[src/rtl/compare_unit.sv]
// -----------------------------------------------------------------------------
// compare_unit
//
// Bit-serial comparator for the CMP instruction. On accept it latches both
// 8-bit operands and the signed-mode bit. It then scans MSB-first, one bit per
// clock, and stops at the first differing bit. The one-hot LT/EQ/GT result is
// held in compare_flag until the next completed compare. Latency is 1..8 cycles.
//
// Ports:
//   clk          in   1  system clock, rising edge
//   rst_n        in   1  asynchronous active-low reset
//   start        in   1  instruction valid, sampled only while idle
//   instruction  in   8  [7:4] opcode, [3] signed mode, [2:0] ignored
//   operand_a    in   8  left operand, sampled on accept
//   operand_b    in   8  right operand, sampled on accept
//   flush        in   1  abort an in-flight compare / block accept
//   busy         out  1  compare in progress
//   done         out  1  one-cycle pulse, compare_flag updated on same edge
//   compare_flag out  8  [0] GT, [1] EQ, [2] LT, [7:3] always zero
// -----------------------------------------------------------------------------
package opcode_pkg;
    typedef enum logic [3:0] {
        OPCODE_NOP = 4'h0,
        OPCODE_ALU = 4'h1,
        OPCODE_CMP = 4'h2,
        OPCODE_BR  = 4'h3,
        OPCODE_LD  = 4'h4,
        OPCODE_ST  = 4'h5
    } opcode_t;
endpackage

module compare_unit
    import opcode_pkg::*;
(
    input  logic       clk,
    input  logic       rst_n,
    input  logic       start,
    input  logic [7:0] instruction,
    input  logic [7:0] operand_a,
    input  logic [7:0] operand_b,
    input  logic       flush,
    output logic       busy,
    output logic       done,
    output logic [7:0] compare_flag
);

    localparam logic [0:0] ST_IDLE = 1'b0;
    localparam logic [0:0] ST_SCAN = 1'b1;

    localparam logic [2:0] FLAG_GT = 3'b001;
    localparam logic [2:0] FLAG_EQ = 3'b010;
    localparam logic [2:0] FLAG_LT = 3'b100;

    localparam logic [2:0] IDX_MSB = 3'd7;

    // Result for the first differing bit. In signed mode the MSB is the sign
    // bit, so the operand holding a 1 there is the negative (smaller) one;
    // everywhere else the operand holding the 1 is the larger.
    function automatic logic [2:0] resolve_diff(input logic a_bit,
                                                input logic signed_mode,
                                                input logic is_msb);
        logic [2:0] res;
        if (signed_mode && is_msb) begin
            res = a_bit ? FLAG_LT : FLAG_GT;
        end else begin
            res = a_bit ? FLAG_GT : FLAG_LT;
        end
        return res;
    endfunction

    logic [0:0] state_q, state_d;
    logic [7:0] a_q, a_d;
    logic [7:0] b_q, b_d;
    logic       signed_q, signed_d;
    logic [2:0] idx_q, idx_d;
    logic       busy_q, busy_d;
    logic       done_q, done_d;
    logic [2:0] flag_q, flag_d;

    logic       accept_s;
    logic       bit_diff_s;
    logic       unused_instr_s;

    // Accept only a CMP with no flush in the same cycle.
    assign accept_s = start && !flush &&
                      (opcode_t'(instruction[7:4]) == OPCODE_CMP);

    assign bit_diff_s     = a_q[idx_q] ^ b_q[idx_q];
    assign unused_instr_s = ^instruction[2:0];

    // Next-state logic for the IDLE/SCAN sequencer and the result register.
    always_comb begin
        state_d  = state_q;
        a_d      = a_q;
        b_d      = b_q;
        signed_d = signed_q;
        idx_d    = idx_q;
        busy_d   = busy_q;
        done_d   = 1'b0;
        flag_d   = flag_q;
        case (state_q)
            ST_IDLE: begin
                if (accept_s) begin
                    a_d      = operand_a;
                    b_d      = operand_b;
                    signed_d = instruction[3];
                    idx_d    = IDX_MSB;
                    busy_d   = 1'b1;
                    state_d  = ST_SCAN;
                end else begin
                    busy_d = 1'b0;
                end
            end
            ST_SCAN: begin
                if (flush) begin
                    // Flush beats a completion on the same cycle.
                    state_d = ST_IDLE;
                    busy_d  = 1'b0;
                    idx_d   = IDX_MSB;
                end else if (bit_diff_s) begin
                    flag_d  = resolve_diff(a_q[idx_q], signed_q, idx_q == IDX_MSB);
                    done_d  = 1'b1;
                    busy_d  = 1'b0;
                    idx_d   = IDX_MSB;
                    state_d = ST_IDLE;
                end else if (idx_q == 3'd0) begin
                    flag_d  = FLAG_EQ;
                    done_d  = 1'b1;
                    busy_d  = 1'b0;
                    idx_d   = IDX_MSB;
                    state_d = ST_IDLE;
                end else begin
                    idx_d = idx_q - 3'd1;
                end
            end
            default: begin
                state_d = ST_IDLE;
                busy_d  = 1'b0;
                idx_d   = IDX_MSB;
            end
        endcase
    end

    // State and output registers with asynchronous reset.
    always_ff @(posedge clk or negedge rst_n) begin
        if (!rst_n) begin
            state_q  <= ST_IDLE;
            a_q      <= 8'h00;
            b_q      <= 8'h00;
            signed_q <= 1'b0;
            idx_q    <= IDX_MSB;
            busy_q   <= 1'b0;
            done_q   <= 1'b0;
            flag_q   <= 3'b000;
        end else begin
            state_q  <= state_d;
            a_q      <= a_d;
            b_q      <= b_d;
            signed_q <= signed_d;
            idx_q    <= idx_d;
            busy_q   <= busy_d;
            done_q   <= done_d;
            flag_q   <= flag_d;
        end
    end

    assign busy         = busy_q;
    assign done         = done_q;
    assign compare_flag = {5'b00000, flag_q};

endmodule

[config.mk]
export PLATFORM = sky130hd
export DESIGN_NAME = compare_unit
export DESIGN_NICKNAME = d
export VERILOG_FILES = /design/src/rtl/compare_unit.sv
export SDC_FILE = /design/constraint.sdc
export NUM_CORES = 1
export LEC_CHECK = 0
export ABC_AREA = 0
export CORE_ASPECT_RATIO = 1.1
export CORE_MARGIN = 8
export CORE_UTILIZATION = 50
export DETAILED_ROUTE_END_ITERATION = 6
export PLACE_DENSITY = 0.84
export SYNTH_ARGS = -nofsm -noshare
export SYNTH_HDL_FRONTEND = slang
export SYNTH_SLANG_ARGS = --single-unit
[constraint.sdc]
create_clock -name clk -period 6.7 [get_ports clk]
set_input_delay 1.005 -clock clk [delete_from_list [all_inputs] [get_ports clk]]
set_output_delay 1.005 -clock clk [all_outputs]
set_load 0.01 [all_outputs]
==> metrics.md <==
| Metric | Value |
|---|---|
| Setup TNS | `0 ns` |
| Max Fanout on Critical Path | `19` |
| Hpwl dp | `1.913 mm` |
| Total CTS buffers | `3` |
| Clock slew at reported path FFs | `0.13 ns` |
| Post-synthesis sequential area ratio | `49.67%` |
| Leakage | `~0.76 nW` |
| Total clock sinks | `26` |
| Worst-skew pair later-pin latency | `0.31 ns` |
| CTS tree | `done` |
| CP Capture Point | `a_q[3]` |
| Layout cell share with drive strength beyond 1 | `25.95%` |
| Max rail drop VDD | `0.2061 mV` |
| Drt pass-1 iters | `4` |
| Top sig layer | `met4` |
| Root buffer cell | `clkbuf_4` |
| Layout Utilization | `65.56%` |
| RSZ-0062 raised after global routing | `false` |
| Clock Path Buffers | `2` |
| Seq cells post-synth | `26` |
| Ant. Diodes | `0` |
| Total GRT Usage | `10.67%` |
| Global-route wire length before repair | `4.022 mm` |
| Vias per std cell | `5.389` |
| Post-synth EDFFs | `0` |
| Core Area | `2496 um^2` |
| Top cell type's share of synthesized area | `43.68%` |
| Hold WS | `0.5045 ns` |
| Fin. max-slew vios | `0` |
| Post-synth cell types | `40` |
| Power per Cell Area | `approximately 280 nW/um^2` |
| Max-slew headroom | `26.36%` |
| I/O pin count | `38` |
| Routed vias | `873` |
| Input/output buffers | `29` |
| Max-cap violation count | `0` |
| CP Capture Type | `flip-flop` |
| Yosys top cell by area | `dfrtp_1` |
| Synth cell count leaders | `dfrtp_1 (23), mux2_2 (17), a21oi_1 (5), buf_4 (5), inv_1 (5)` |
| Most used DFF post-synth | `dfrtp_1` |
| H-tree depth | `1` |
| RR Startpoint | `idx_q[0]` |
| Synth warn | `0` |
| Routed WL | `~2.4 mm` |
| Syn_area_per_cell | `12.92 um^2` |
| Post-CTS setup buffer count | `0` |
| Worst-Margin Slew | `1.101 ns` |
| CP Data Arrival Time | `2.98 ns` |
| Drc violations | `0` |
| Initial Util | `between 50% and 60%` |
| Initial antenna violation count | `0` |
| Met3 Routed Length | `150 um` |
| Final Power | `456.3 uW` |
| Die ar. | `approximately 4500 um^2` |
| Max Freq | `between 300 and 400 MHz` |
| Req. time, crit path | `6.91 ns` |
| Setup crit start kind | `input port` |
| Layout Nets | `163` |
| Fin Clk Skew | `about 0.0077 ns` |
| Critical path class | `in2reg` |
| Status | `finished clean` |
| WL met1 | `974 um` |
| Die H | `roughly 70 um` |
| DR WL/cell | `14.64 um` |
| Period utilization | `41.22%` |
| Most frequent cell after synthesis | `dfrtp_1` |
| Area Overhead vs Synth | `24.22%` |
| Die W | `64.95 um` |
| Met2 WL | `~1.2 mm` |
| Post-synth ARST share | `100.0%` |
| Largest net degree at the start of global routing | `27` |
| Post-CTS Hold Buffers | `0` |
| Launch point of the worst path | `instruction[4]` |
| Final hold viol count | `0` |
| Reg2reg path depth | `5` |
| Number of gates resized after cts | `0` |
| Vias in the first global route | `between 900 and 1,000` |
| Rows | `19` |
| Worst reg2reg setup slack | `4.49 ns` |
| Setup violators final | `0` |
| Worst R2R End | `flag_q[0]` |
| Crit path time final | `2.762 ns` |
| Placer Congestion | `0.8402` |
| Initial DRC count | `17` |
| Post-Syn Area | `1318 um^2` |
| Top cells by area, synth | `dfrtp_1 (44%), mux2_2 (15%), dfstp_2 (6.0%)` |
| Routed Antenna Nets | `0` |
| Hold Crit Class | `reg2reg` |
| Syn Inst Count | `approximately 100` |
| Gr ovfl total | `0` |
-- metrics by stage --
stage | worst slack, ns | instance area [um^2] | std cells
after floorplan | 4.249 | 1333 | 106
after global placement | 3.610 | 1600 | 158
after detailed placement | 3.547 | 1600 | 158
after CTS | 3.900 | 1637 | 162
after global routing | 3.843 | 1637 | 162
final | 3.938 | 1637 | 162
-- where the power goes --
| group | switching (mW) | total [mW] | leakage [nW] | internal (mW) |
|---|---|---|---|---|
| clock network | 0.0432 | 0.0763 | 0.0210 | 0.0332 |
| logic | 0.0702 | 0.160 | 0.405 | 0.0903 |
| registers | 0.0272 | 0.219 | 0.332 | 0.192 |
| total | 0.141 | 0.456 | 0.758 | 0.316 |
-- cells by family (layout without fill, tap and decap cells) --
group	Yosys count	in the layout	share of synthesized area (%)
AO/OA/AOI/OAI	18	18	9.972
adder cells (fa/ha/maj)	3	3	2.849
buffers and inverters	13	38	6.078
flip-flops	26	26	49.67
multiplexers	23	23	22.22
other	1	5	0.2846
AND/OR/NAND/NOR	18	18	8.928
-- final cells by class --
class,count,area [um^2]
Inverter,5,18.77
Tap cell,31,38.79
Multi-Input combinational cell,67,598.1
Sequential cell,26,654.4
Clock buffer,4,36.28
Fill cell,206,859.6
Timing Repair Buffer,29,290.3
-- registers in the layout, summed over array words and instances, names as in the netlist --
name      flops
a_q           8
b_q           8
busy          1
done          1
flag_q        3
idx_q         3
signed_q      1
state_q       1
-- layer usage --
metal / vias to the layer above / track usage (%)
li1: 417 / -
met5: - / 0
met1: 432 / 12.43
met4: 0 / 2.670
met3: 2 / 3.716
met2: 22 / 18.03
-- how the worst min path moves through the flow --
stage                          from         to  cells past startpoint
after floorplan              b_q[2]     b_q[2]                      1
after global placement    flag_q[2]  flag_q[2]                      1
after detailed placement  flag_q[2]  flag_q[2]                      1
after CTS                 flag_q[2]  flag_q[2]                      1
after global routing      flag_q[2]  flag_q[2]                      1
final                     flag_q[2]  flag_q[2]                      1
-- cells in the final DEF, fill, tap and decap left out, types with 3 or more instances in the layout --
cell / count
clkbuf_4: 3
clkdlybuf4s50_1: 29
ha_1: 3
nor2_1: 3
mux2_2: 17
conb_1: 5
dfstp_2: 3
mux2i_1: 3
dfrtp_1: 23
a21oi_1: 5
inv_1: 5
-- worst max-delay path: stages --
cell	delay [ns]
clkdlybuf4s50_1	0.40
nor4b_1	0.31
nand3b_1	0.15
nor2_2	0.68
mux2_2	0.42
No activity file was read; power rests on OpenSTA's default activity.
